$ cat src/rtl/pipe_flow_ctrl.sv
// pipe_flow_ctrl: flow controller for an NUM_STAGES-deep LC-3b pipeline.
// It turns per-stage stall and flush requests into latch load enables,
// NOP-inject selects and PC strobes. It also tracks a registered valid bit
// per inter-stage latch, and keeps a flush that arrives while its stage is
// held until that stage is free.
// Optional macro PIPE_PERF_CNT_EN adds saturating stall and flush counters.
//
// Handshake: a latch advances only when load_en[i]=1. A stage that raises
// stall_req keeps its own contents and freezes every younger stage. The
// first older latch boundary then receives a bubble. Flushes are applied
// when the requesting stage is not held. Otherwise they are remembered
// and applied on the first cycle that stage can move.
module pipe_flow_ctrl #(
  parameter int NUM_STAGES = 5,
  parameter int CNT_W      = 16
) (
  input  logic                  clk,
  input  logic                  reset,
  input  logic                  fetch_valid,
  input  logic [NUM_STAGES-1:0] stall_req,
  input  logic [NUM_STAGES-1:0] flush_req,
  output logic [NUM_STAGES-2:0] load_en,
  output logic [NUM_STAGES-2:0] bubble,
  output logic                  pc_load,
  output logic                  pc_redirect,
  output logic                  flush_ack,
`ifdef PIPE_PERF_CNT_EN
  output logic [CNT_W-1:0]      stall_cnt,
  output logic [CNT_W-1:0]      flush_cnt,
`endif
  output logic [NUM_STAGES-2:0] valid
);

  localparam int SW = (NUM_STAGES > 1) ? $clog2(NUM_STAGES) : 1;

  logic                  pend_valid;
  logic [SW-1:0]         pend_stage;

  logic [NUM_STAGES-1:0] req_vec;
  logic [NUM_STAGES-1:0] hold_raw;
  logic [NUM_STAGES-1:0] hold;
  logic [NUM_STAGES-1:0] younger_mask;
  logic [NUM_STAGES-1:0] stall_m;
  logic                  eff_found;
  logic [SW-1:0]         eff_stage;
  logic                  flush_apply;
  logic                  flush_defer;
  logic [NUM_STAGES-2:0] valid_prev;

  // Pick the oldest flush source, and derive hold chains, enables, bubbles and PC strobes.
  always_comb begin
    req_vec      = flush_req & ~NUM_STAGES'(1);
    hold_raw     = '0;
    hold         = '0;
    younger_mask = '0;
    eff_found    = 1'b0;
    eff_stage    = '0;
    load_en      = '1;
    bubble       = '0;
    pc_load      = 1'b0;
    pc_redirect  = 1'b0;
    flush_ack    = 1'b0;

    if (pend_valid) req_vec[pend_stage] = 1'b1;

    hold_raw[NUM_STAGES-1] = stall_req[NUM_STAGES-1];
    for (int k = NUM_STAGES-2; k >= 0; k--) hold_raw[k] = hold_raw[k+1] | stall_req[k];

    // Ascending scan: the last hit is the oldest requester.
    for (int k = 1; k < NUM_STAGES; k++) begin
      if (req_vec[k]) begin
        eff_found = 1'b1;
        eff_stage = SW'(k);
      end
    end

    flush_apply = eff_found && !hold_raw[eff_stage];
    flush_defer = eff_found &&  hold_raw[eff_stage];

    for (int k = 0; k < NUM_STAGES; k++) younger_mask[k] = flush_apply && (SW'(k) < eff_stage);

    // Stages being squashed cannot hold the pipe back.
    stall_m = stall_req & ~younger_mask;
    hold[NUM_STAGES-1] = stall_m[NUM_STAGES-1];
    for (int k = NUM_STAGES-2; k >= 0; k--) hold[k] = hold[k+1] | stall_m[k];

    for (int i = 0; i < NUM_STAGES-1; i++) begin
      load_en[i] = !hold[i+1];
      bubble[i]  = hold[i] && !hold[i+1];
    end
    bubble = bubble | younger_mask[NUM_STAGES-2:0];

    pc_load     = !hold[0] || flush_apply;
    pc_redirect = flush_apply;
    flush_ack   = flush_apply;

    if (reset) begin
      load_en     = '1;
      bubble      = '1;
      pc_load     = 1'b0;
      pc_redirect = 1'b0;
      flush_ack   = 1'b0;
      flush_apply = 1'b0;
      flush_defer = 1'b0;
    end
  end

  assign valid_prev = {valid[NUM_STAGES-3:0], fetch_valid};

  // Valid bits follow the data through each latch; the pending flush is kept until it can apply.
  always_ff @(posedge clk) begin
    if (reset) begin
      valid      <= '0;
      pend_valid <= 1'b0;
      pend_stage <= '0;
    end else begin
      for (int i = 0; i < NUM_STAGES-1; i++)
        if (load_en[i]) valid[i] <= bubble[i] ? 1'b0 : valid_prev[i];
      if (flush_apply) begin
        pend_valid <= 1'b0;
      end else if (flush_defer) begin
        pend_valid <= 1'b1;
        pend_stage <= eff_stage;
      end
    end
  end

`ifdef PIPE_PERF_CNT_EN
  // Saturating counters of lost fetch cycles and applied flushes.
  always_ff @(posedge clk) begin
    if (reset) begin
      stall_cnt <= '0;
      flush_cnt <= '0;
    end else begin
      if (!pc_load && (stall_cnt != '1)) stall_cnt <= stall_cnt + 1'b1;
      if (flush_ack && (flush_cnt != '1)) flush_cnt <= flush_cnt + 1'b1;
    end
  end
`endif

endmodule

$ cat config.mk
export PLATFORM = sky130hd
export DESIGN_NAME = pipe_flow_ctrl
export DESIGN_NICKNAME = d
export VERILOG_FILES = /design/src/rtl/pipe_flow_ctrl.sv
export SDC_FILE = /design/constraint.sdc
export NUM_CORES = 1
export LEC_CHECK = 0
export BUFFER_PORTS_ARGS = -buffer_cell sky130_fd_sc_hd__buf_2
export CAP_MARGIN = 20
export CORE_MARGIN = 4
export CORE_UTILIZATION = 49
export DETAILED_ROUTE_END_ITERATION = 12
export PLACE_DENSITY_LB_ADDON = 0.25
export SKIP_CTS_REPAIR_TIMING = 1
export SYNTH_ARGS = -nofsm -noshare
export SYNTH_HDL_FRONTEND = slang
export SYNTH_SLANG_ARGS = --single-unit
$ cat constraint.sdc
create_clock -name clk -period 3.79 [get_ports clk]
set_clock_uncertainty 0.1 [all_clocks]
set_input_delay 0.1895 -clock clk [delete_from_list [all_inputs] [get_ports clk]]
set_output_delay 0.1895 -clock clk [all_outputs]
set_load 0.005 [all_outputs]
After elaboration in Yosys (flattened, before gate mapping)
Index checks and enable logic that the tools add are counted.
{"block": "word_totals", "output_inout_bits": 15, "inputBits": 13, "ff_bits": 8, "word_cells": 70}
{"block": "classes", "order_cmp": 8, "bitwise": 13, "n_reduce_logical": 21, "n_mux": 22}
{"operator": "2-to-1 mux 1 bit", "n": 14}
{"operator": "logical AND 1 bit", "n": 12}
{"operator": "2-to-1 mux 3 bit", "n": 3}
{"operator": "< comparator 3 x 4 -> 1 bit (second input constant)", "n": 2}
{"operator": "2-to-1 mux 4 bit", "n": 2}
{"operator": "bitwise OR 1 bit", "n": 8}
{"operator": "logical NOT 1 bit", "n": 6}
{"operator": "< comparator 1 x 3 -> 1 bit (first input constant)", "n": 2}
{"operator": "< comparator 2 x 3 -> 1 bit (first input constant)", "n": 2}
{"operator": "AND 5 bit", "n": 1}
{"operator": "2-to-1 mux 5 bit", "n": 1}
{"operator": "NOT 5 bit", "n": 1}
{"operator": "bitwise OR 5 bit", "n": 1}
{"operator": "bitwise OR 4 bit", "n": 1}
{"operator": "binary-select mux 1 bit (select 3 bit)", "n": 1}
{"operator": "demux 1 bit (select 3 bit)", "n": 1}
{"operator": "greater-or-equal comparator 3 x 1 -> 1 bit (second input constant)", "n": 1}
{"operator": "< comparator 3 bit (first input constant)", "n": 1}
{"operator": "AND reduction 2 bit", "n": 1}
{"operator": "OR reduction 2 bit", "n": 1}
{"operator": "logical OR 1 bit", "n": 1}
{"operator": "NOT 1 bit", "n": 1}

Longest topological paths before layout
Gate-level depths: netlist of the first run.
{"block": "depth", "ltp_word": 25, "mapped_depth": 7, "ltp_nobuf": 5}

Worst setup path after synthesis of the first run
Ideal clock, no wire load.
{"block": "synth_path", "kind": "flip-flop to flip-flop", "from": "register pend_stage[2]", "to": "register pend_stage[2]", "arrival_ps": 2106, "path_buffers": 1, "t_required_ps": 3574, "synth_period_minus_slack_ps": 2322, "slack_ps": 1468, "path_stages_with_launch": 7, "cell_sequence": "dfxtp_1 > nand3b_1 > mux2_4 > o41a_1 > or4b_1 > buf_2 > a31o_1"}
{"block": "synth_between", "elab_chain_cells": 17, "word_cells_on_any_way": 24, "classes_between": "order compare: 2; mux: 15; bitwise: 2; reduce/logical: 5"}
{"element": "start, declared", "line": "37", "source": "logic [SW-1:0] pend_stage;"}
{"element": "start signal, assigned", "line": "123", "source": "pend_stage <= eff_stage;"}
{"element": "< comparator 3 x 4 -> 1 bit (implied by the code) or greater-or-equal comparator 3 x 1 -> 1 bit (tied branches)", "line": "64", "source": "if (pend_valid) req_vec[pend_stage] = 1'b1;"}
{"element": "logical AND 1 bit (implied by the code)", "line": "64"}
{"element": "2-to-1 mux 1 bit (implied by the code)", "line": "64"}
{"element": "demux 1 bit (select 3 bit) *", "line": "64"}
{"element": "bitwise OR 5 bit (no line) *"}
{"element": "2-to-1 mux 5 bit *", "line": "64"}
{"element": "2-to-1 mux 1 bit", "line": "71", "source": "if (req_vec[k]) begin"}
{"element": "2-to-1 mux 3 bit (3 in series)", "line": "71"}
{"element": "binary-select mux 1 bit (select 3 bit)", "line": "77, 78"}
{"element": "2-to-1 mux 1 bit (implied by the code)", "line": "77, 78"}
{"element": "logical NOT 1 bit", "line": "77", "source": "flush_apply = eff_found && !hold_raw[eff_stage];"}
{"element": "logical AND 1 bit", "line": "77"}
{"element": "2-to-1 mux 1 bit", "line": "97", "source": "if (reset) begin"}
{"element": "NOT 1 bit (no line)"}
{"element": "AND reduction 2 bit (no line)"}
Every way passes the cells marked *; elsewhere a longest branch is shown, timed or not. The select of a mux whose other input is x is not followed.
A chain may end at the register's enable or synchronous reset.

Final worst setup path of the first run
{"block": "layout_path", "from": "register pend_stage[1]", "to": "output port bubble[2]"}
{"block": "layout_between", "elab_chain_cells": 22, "word_cells_on_any_way": 33, "classes_between": "order compare: 5; mux: 14; bitwise: 6; reduce/logical: 8"}
{"element": "< comparator 3 x 4 -> 1 bit (implied by the code) or greater-or-equal comparator 3 x 1 -> 1 bit (tied branches)", "line": "64"}
{"element": "logical AND 1 bit (implied by the code)", "line": "64"}
{"element": "2-to-1 mux 1 bit (implied by the code)", "line": "64"}
{"element": "demux 1 bit (select 3 bit) *", "line": "64"}
{"element": "bitwise OR 5 bit (no line) *"}
{"element": "2-to-1 mux 5 bit *", "line": "64"}
{"element": "2-to-1 mux 1 bit", "line": "71"}
{"element": "2-to-1 mux 3 bit (3 in series)", "line": "71"}
{"element": "[4 not listed]"}
{"element": "logical AND 1 bit", "line": "80", "source": "for (int k = 0; k < NUM_STAGES; k++) younger_mask[k] = flush_apply && (SW'(k) < eff_stage);"}
{"element": "NOT 5 bit", "line": "83", "source": "stall_m = stall_req & ~younger_mask;"}
{"element": "AND 5 bit", "line": "83"}
{"element": "bitwise OR 1 bit", "line": "85", "source": "for (int k = NUM_STAGES-2; k >= 0; k--) hold[k] = hold[k+1] | stall_m[k];"}
{"element": "bitwise OR 1 bit or logical NOT 1 bit (tied branches)", "line": "85, 89"}
{"element": "logical AND 1 bit", "line": "89", "source": "bubble[i] = hold[i] && !hold[i+1];"}
{"element": "bitwise OR 4 bit *", "line": "91", "source": "bubble = bubble | younger_mask[NUM_STAGES-2:0];"}
{"element": "2-to-1 mux 4 bit *", "line": "97"}
{"element": "end, declared", "line": "23", "source": "output logic [NUM_STAGES-2:0] bubble,"}
Marks and branches as above.

==> flow_summary.json, run 1 <==
{
  "ys_types": 39,
  "routedWlPerCell_um": 13.14,
  "cts_tree": "yes",
  "drt_iter0_markers": 42,
  "synth_area_per_cell_um2": 7.397,
  "critical_path_buf_inv_count": 1,
  "clk_pin_slew_ns": 0.06,
  "ctsLongestPathBuffers": 2,
  "dp_hpwl_um": 1313,
  "instances_no_fill": 131,
  "core_area_mm2": 0.001301,
  "arrival_ns": 2.52,
  "synth_edf_count": 0,
  "fmaxAchievable_mhz": 356.1,
  "gr-usage-all-layers": 0.1763,
  "slew_viol_final": 0,
  "gp_congestion": 0.8445,
  "io_buffers": 26,
  "hold_path_startpoint": "fetch_valid",
  "status": "completed",
  "slew_headroom": 0.5089,
  "row_count": 13,
  "place_area_um2": 802.0,
  "grt_pass1_wl_um": 2628,
  "critical-path-top-delay-family": "compound AO/OA/AOI/OAI gates",
  "slowest_stage": "o41ai_1",
  "p_per_area_mw_per_mm2": 274.0,
  "crit_required_ns": 3.50,
  "postRouteAntennaNets": 0,
  "vias": 761,
  "yosysTopAreaCell": "dfxtp_1",
  "final_nets": 131,
  "crit_path_end_kind": "primary output",
  "drc": 0,
  "ys_top_cells_by_count": "10 x nor2_1, 9 x nand2_1, 8 x dfxtp_1",
  "worst_pin_slew_ns": 0.7272,
  "ys_warn_count": 0,
  "diodes": 0,
  "crit_path_max_fanout": 7,
  "crit_chain": "nand3b_1 > mux2_4 > o41ai_1 > a31oi_1 > a211o_1 > buf_2",
  "drv_cap": 0,
  "ys_ff_latch": 8,
  "synthTopCellsByArea": "dfxtp_1 24%, nor2_1 5.6%, nand2_1 5.0%, a21oi_1 3.7%, nor2b_1 3.7%",
  "cts_buffers": 3,
  "die_area_mm2": 0.002031,
  "synth_flop_cell": "dfxtp_1",
  "synthToLayoutAreaGrowth_pct": 22.49,
  "ir_drop_uv": 142.2,
  "synth.top_cell.area_share": 0.2379,
  "die_h_um": 45.07,
  "drt-pass1-iter-count": 4,
  "slowest_delay_ns": 0.67,
  "cp-startpoint": "pend_stage[1]",
  "async_flop_share": 0,
  "yosysSeqAreaShare": 0.2379,
  "start_util": 0.5173,
  "gr-total-overflow": 0,
  "worstSetupPathType": "reg -> out",
  "p_leak_uw": 0.0003627,
  "fin_setup_tns_ns": 0,
  "fin_area_um2": 824.5,
  "dp.cells": 128,
  "htreeDepth": 1,
  "finalHoldViolCount": 0,
  "final_layout_size_suffix_gt1_frac": 0.2931,
  "yosysMostFrequentCell": "nor2_1",
  "r2r-start": "pend_stage[1]",
  "root_buffer": "clkbuf_4",
  "grt_pass1_vias": 610,
  "hp-class": "in -> reg",
  "syn_nets": 104,
  "period_minus_slack_ns": 2.808,
  "io_pins": 28,
  "rsz0062_at_grt": "no",
  "min_period_over_period": 0.7410,
  "cp-start-kind": "register",
  "via_per_inst": 5.809,
  "setup_violations": 0,
  "antenna_found_initial": 0,
  "die_x_um": 45.07,
  "syn_area_um2": 673.1,
  "clk_latency_ns": 0.26,
  "grt_max_degree": 14,
  "wirelength_um": 1721,
  "syn_inst": 91,
  "cts.sinks": 8,
  "power_uw": 225.9
}
## sequential cells by signal, summed over array words and instances (netlist names)
signal / flops
pend_stage: 3
pend_valid: 1
valid: 4
## path summary, 6_finish.rpt
check        cells past startpoint            end  slack [ns]
min                              3       valid[0]        0.11
max reg2reg                      5  pend_stage[2]        1.25
max                              6      bubble[2]        0.98
min reg2reg                      2       valid[1]        0.39
## per-stage QoR
| stage | setup WS (ns) | hold slack (ns) | util |
|---|---|---|---|
| 6_report | 0.9817 | 0.1095 | 0.6337 |
| 5_1_grt | 0.7192 | 0.1336 | 0.6337 |
| 4_1_cts | 0.9781 | 0.1131 | 0.6337 |
| 3_5_place_dp | 1.294 | 0.3862 | 0.6163 |
| 3_3_place_gp | 1.330 | 0.3662 | 0.6163 |
| 2_1_floorplan | 1.468 | 0.2220 | - |
## layout make-up
cell class                      instances  area, um^2
Clock buffer                            3       22.52
Fill cell                             131       476.7
Inverter                                5       18.77
Multi-Input combinational cell         74       474.2
Sequential cell                         8       160.2
Tap cell                               15       18.77
Timing Repair Buffer                   26       130.1
## kinds of logic (layout without fill, tap and decap cells)
family,count (synthesis),in the layout,share of synthesized area
AOI/OAI and AO/OA,28,28,0.2974
muxes,3,3,0.05204
and+or+nand+nor,43,43,0.3550
buffers and inverters,9,34,0.05762
DFF,8,8,0.2379
## worst register-to-register path, cell delays in order, from the launching register on
cell and delay (ns):
dfxtp_1 0.41, nand3b_1 0.21, mux2_4 0.38, o41a_1 0.40
or4b_1 0.66, a31o_1 0.27
## layer usage
layer,GRT usage,wire length (um),vias to the layer above
met5,0,0,-
li1,-,-,385
met2,0.2627,780,29
met1,0.2391,820,343
met4,0.07018,22,0
met3,0.04781,99,4
## layout by cell type, fill, tap and decap left out, types with 2 or more instances in the layout
| cell type | n |
|---|---|
| buf_2 | 26 |
| o2111ai_1 | 2 |
| nand4bb_1 | 2 |
| mux2i_1 | 2 |
| nand2b_1 | 3 |
| or2_2 | 3 |
| nand4_1 | 2 |
| nor2_1 | 10 |
| nor2b_1 | 4 |
| o21ai_0 | 4 |
| inv_1 | 5 |
| clkbuf_4 | 3 |
| a21boi_0 | 2 |
| nand3_1 | 2 |
| a31oi_1 | 2 |
| a21oi_1 | 5 |
| o21bai_1 | 2 |
| dfxtp_1 | 8 |
| nand3b_1 | 2 |
| nand2_1 | 9 |
## power breakdown
group          total (uW)  leakage [uW]  internal (uW)  switching, uW
clock network        70.6     0.0000138           36.6           34.0
registers            92.7     0.0000653           87.7           5.01
logic                62.6      0.000284           28.9           33.8
total                 226      0.000363            153           72.8
(Power assumes the default switching activity.)
==> run 2, diff against run 1 <==
--- a/config.mk
+++ b/config.mk
@@ -8,7 +8,7 @@
 export BUFFER_PORTS_ARGS = -buffer_cell sky130_fd_sc_hd__buf_2
 export CAP_MARGIN = 20
 export CORE_MARGIN = 4
-export CORE_UTILIZATION = 49
+export CORE_UTILIZATION = 46
 export DETAILED_ROUTE_END_ITERATION = 12
 export PLACE_DENSITY_LB_ADDON = 0.25
 export SKIP_CTS_REPAIR_TIMING = 1
==> constraint.sdc (replaced) <==
create_clock -name clk -period 2.8 [get_ports clk]
set_clock_uncertainty 0.1 [all_clocks]
set_input_delay 0.14 -clock clk [delete_from_list [all_inputs] [get_ports clk]]
set_output_delay 0.14 -clock clk [all_outputs]
set_load 0.005 [all_outputs]
==> run 2 against run 1 <==
Sequential power grew 35%. Sequential share of layout area down 0.18 points. Clock power is 40% higher. Critical path depth down 1. Largest power group unchanged. Via count rose by 0.53%. Design area up 0.91%.
==> flow_summary.json, run 2 (synthesis gave the netlist of run 1 again) <==
{
  "worst_pin_slew_ns": 0.3813,
  "gr-usage-all-layers": 0.1918,
  "instances_no_fill": 132,
  "ctsLongestPathBuffers": 2,
  "grt_pass1_wl_um": 2932,
  "htreeDepth": 1,
  "worst-r2r-setup-slack_ns": 0.29,
  "cts_tree": "yes",
  "crit_path_max_fanout": 7,
  "die_x_um": 46.26,
  "cts.sinks": 8,
  "clk_latency_ns": 0.27,
  "via_per_inst": 5.795,
  "final_layout_size_suffix_gt1_frac": 0.2991,
  "grt_max_degree": 14,
  "crit_path_end": "pend_stage[2]",
  "io_buffers": 26,
  "p_per_area_mw_per_mm2": 372.8,
  "largestRegisters": "valid (4), pend_stage (3), pend_valid (1)",
  "setup_violations": 0,
  "row_count": 13,
  "slew_viol_final": 0,
  "dp_hpwl_um": 1365,
  "fill_cells": 144,
  "routedWlPerCell_um": 13.52,
  "die_area_mm2": 0.002140,
  "r2r-start": "pend_stage[1]",
  "final_nets": 132,
  "synthToLayoutAreaGrowth_pct": 23.61,
  "layout_commonest_cell": "buf_2",
  "io_pins": 28,
  "root_buffer": "clkbuf_4",
  "min_period_over_period": 0.8951,
  "arrival_ns": 2.57,
  "crit_required_ns": 2.87,
  "power_uw": 310.2,
  "drt_iter0_markers": 18,
  "slew_headroom": 0.7446,
  "drc": 0,
  "crit_path_end_kind": "register",
  "largest_reg_flops": 4,
  "period_minus_slack_ns": 2.506,
  "dp.cells": 129,
  "final_cell_mix": "26 x buf_2, 10 x nor2_1, 9 x nand2_1",
  "clk_pin_slew_ns": 0.06,
  "diodes": 0,
  "r2r_cells": 5,
  "finalHoldViolCount": 0,
  "die_h_um": 46.26,
  "postRouteAntennaNets": 0,
  "fin_setup_tns_ns": 0,
  "wirelength_um": 1785,
  "core_area_mm2": 0.001334,
  "antenna_found_initial": 0,
  "grt_pass1_vias": 679,
  "status": "completed",
  "cts_buffers": 3,
  "fmaxAchievable_mhz": 399.0,
  "gr-total-overflow": 0,
  "gp_congestion": 0.8486,
  "drt-pass1-iter-count": 4,
  "cp-start-kind": "register",
  "regMostFlops": "valid",
  "fin_util": 0.6238,
  "worstSetupPathType": "reg -> reg",
  "p_leak_uw": 0.0003670,
  "cp-startpoint": "pend_stage[1]",
  "rsz0062_at_grt": "no",
  "rr_endpoint": "pend_stage[2]",
  "vias": 765,
  "hp-class": "in -> reg",
  "ir_drop_uv": 208.5,
  "start_util": 0.5047,
  "drv_cap": 0
}
-- run 2: worst min path at each step --
stage	cells past startpoint	endpoint	start	slack, ns
floorplan	2	valid[3]	stall_req[4]	0.17
global placement	3	valid[0]	fetch_valid	0.34
detailed placement	3	valid[0]	fetch_valid	0.34
CTS	3	valid[0]	fetch_valid	0.05
global route	3	valid[0]	fetch_valid	0.08
finish	3	valid[0]	fetch_valid	0.05
-- run 2: per-stage QoR --
stage	instance area [um^2]	setup slack (ns)	hold WS (ns)
global placement	809.5	0.3577	0.3391
CTS	832.0	0.2876	0.05272
floorplan	673.1	0.4780	0.1725
detailed placement	809.5	0.3206	0.3376
global route	832.0	0.1592	0.07835
finish	832.0	0.2937	0.05409
-- run 2: layout make-up --
class	instances	area, um^2	share of cell area
timing repair buffer	27	137.6	0.1654
tap	15	18.77	0.02256
inverter	5	18.77	0.02256
clock buffer	3	22.52	0.02707
sequential	8	160.2	0.1925
multi-input combinational	74	474.2	0.5699
-- run 2: worst max-delay path, stage by stage, from the launching register on --
cell and delay [ns]:
dfxtp_1 0.42, nand3b_1 0.19, mux2_4 0.36, o41a_1 0.39, or4b_1 0.66, a31o_1 0.27
-- run 2: power by group --
group	total [uW]	internal [uW]	switching, uW	leakage (uW)
Sequential	125	119	6.79	0.0000653
Combinational	85.6	40.0	45.6	0.000288
Clock	99.1	49.7	49.4	0.0000138
-- run 2: routing by layer --
metal  vias to the layer above  wire, um  track usage
met5                         -         0            0
met4                         0        40       0.1023
met3                         5       123      0.04688
met2                        26       828       0.2940
met1                       342       793       0.2436
li1                        392         -            -
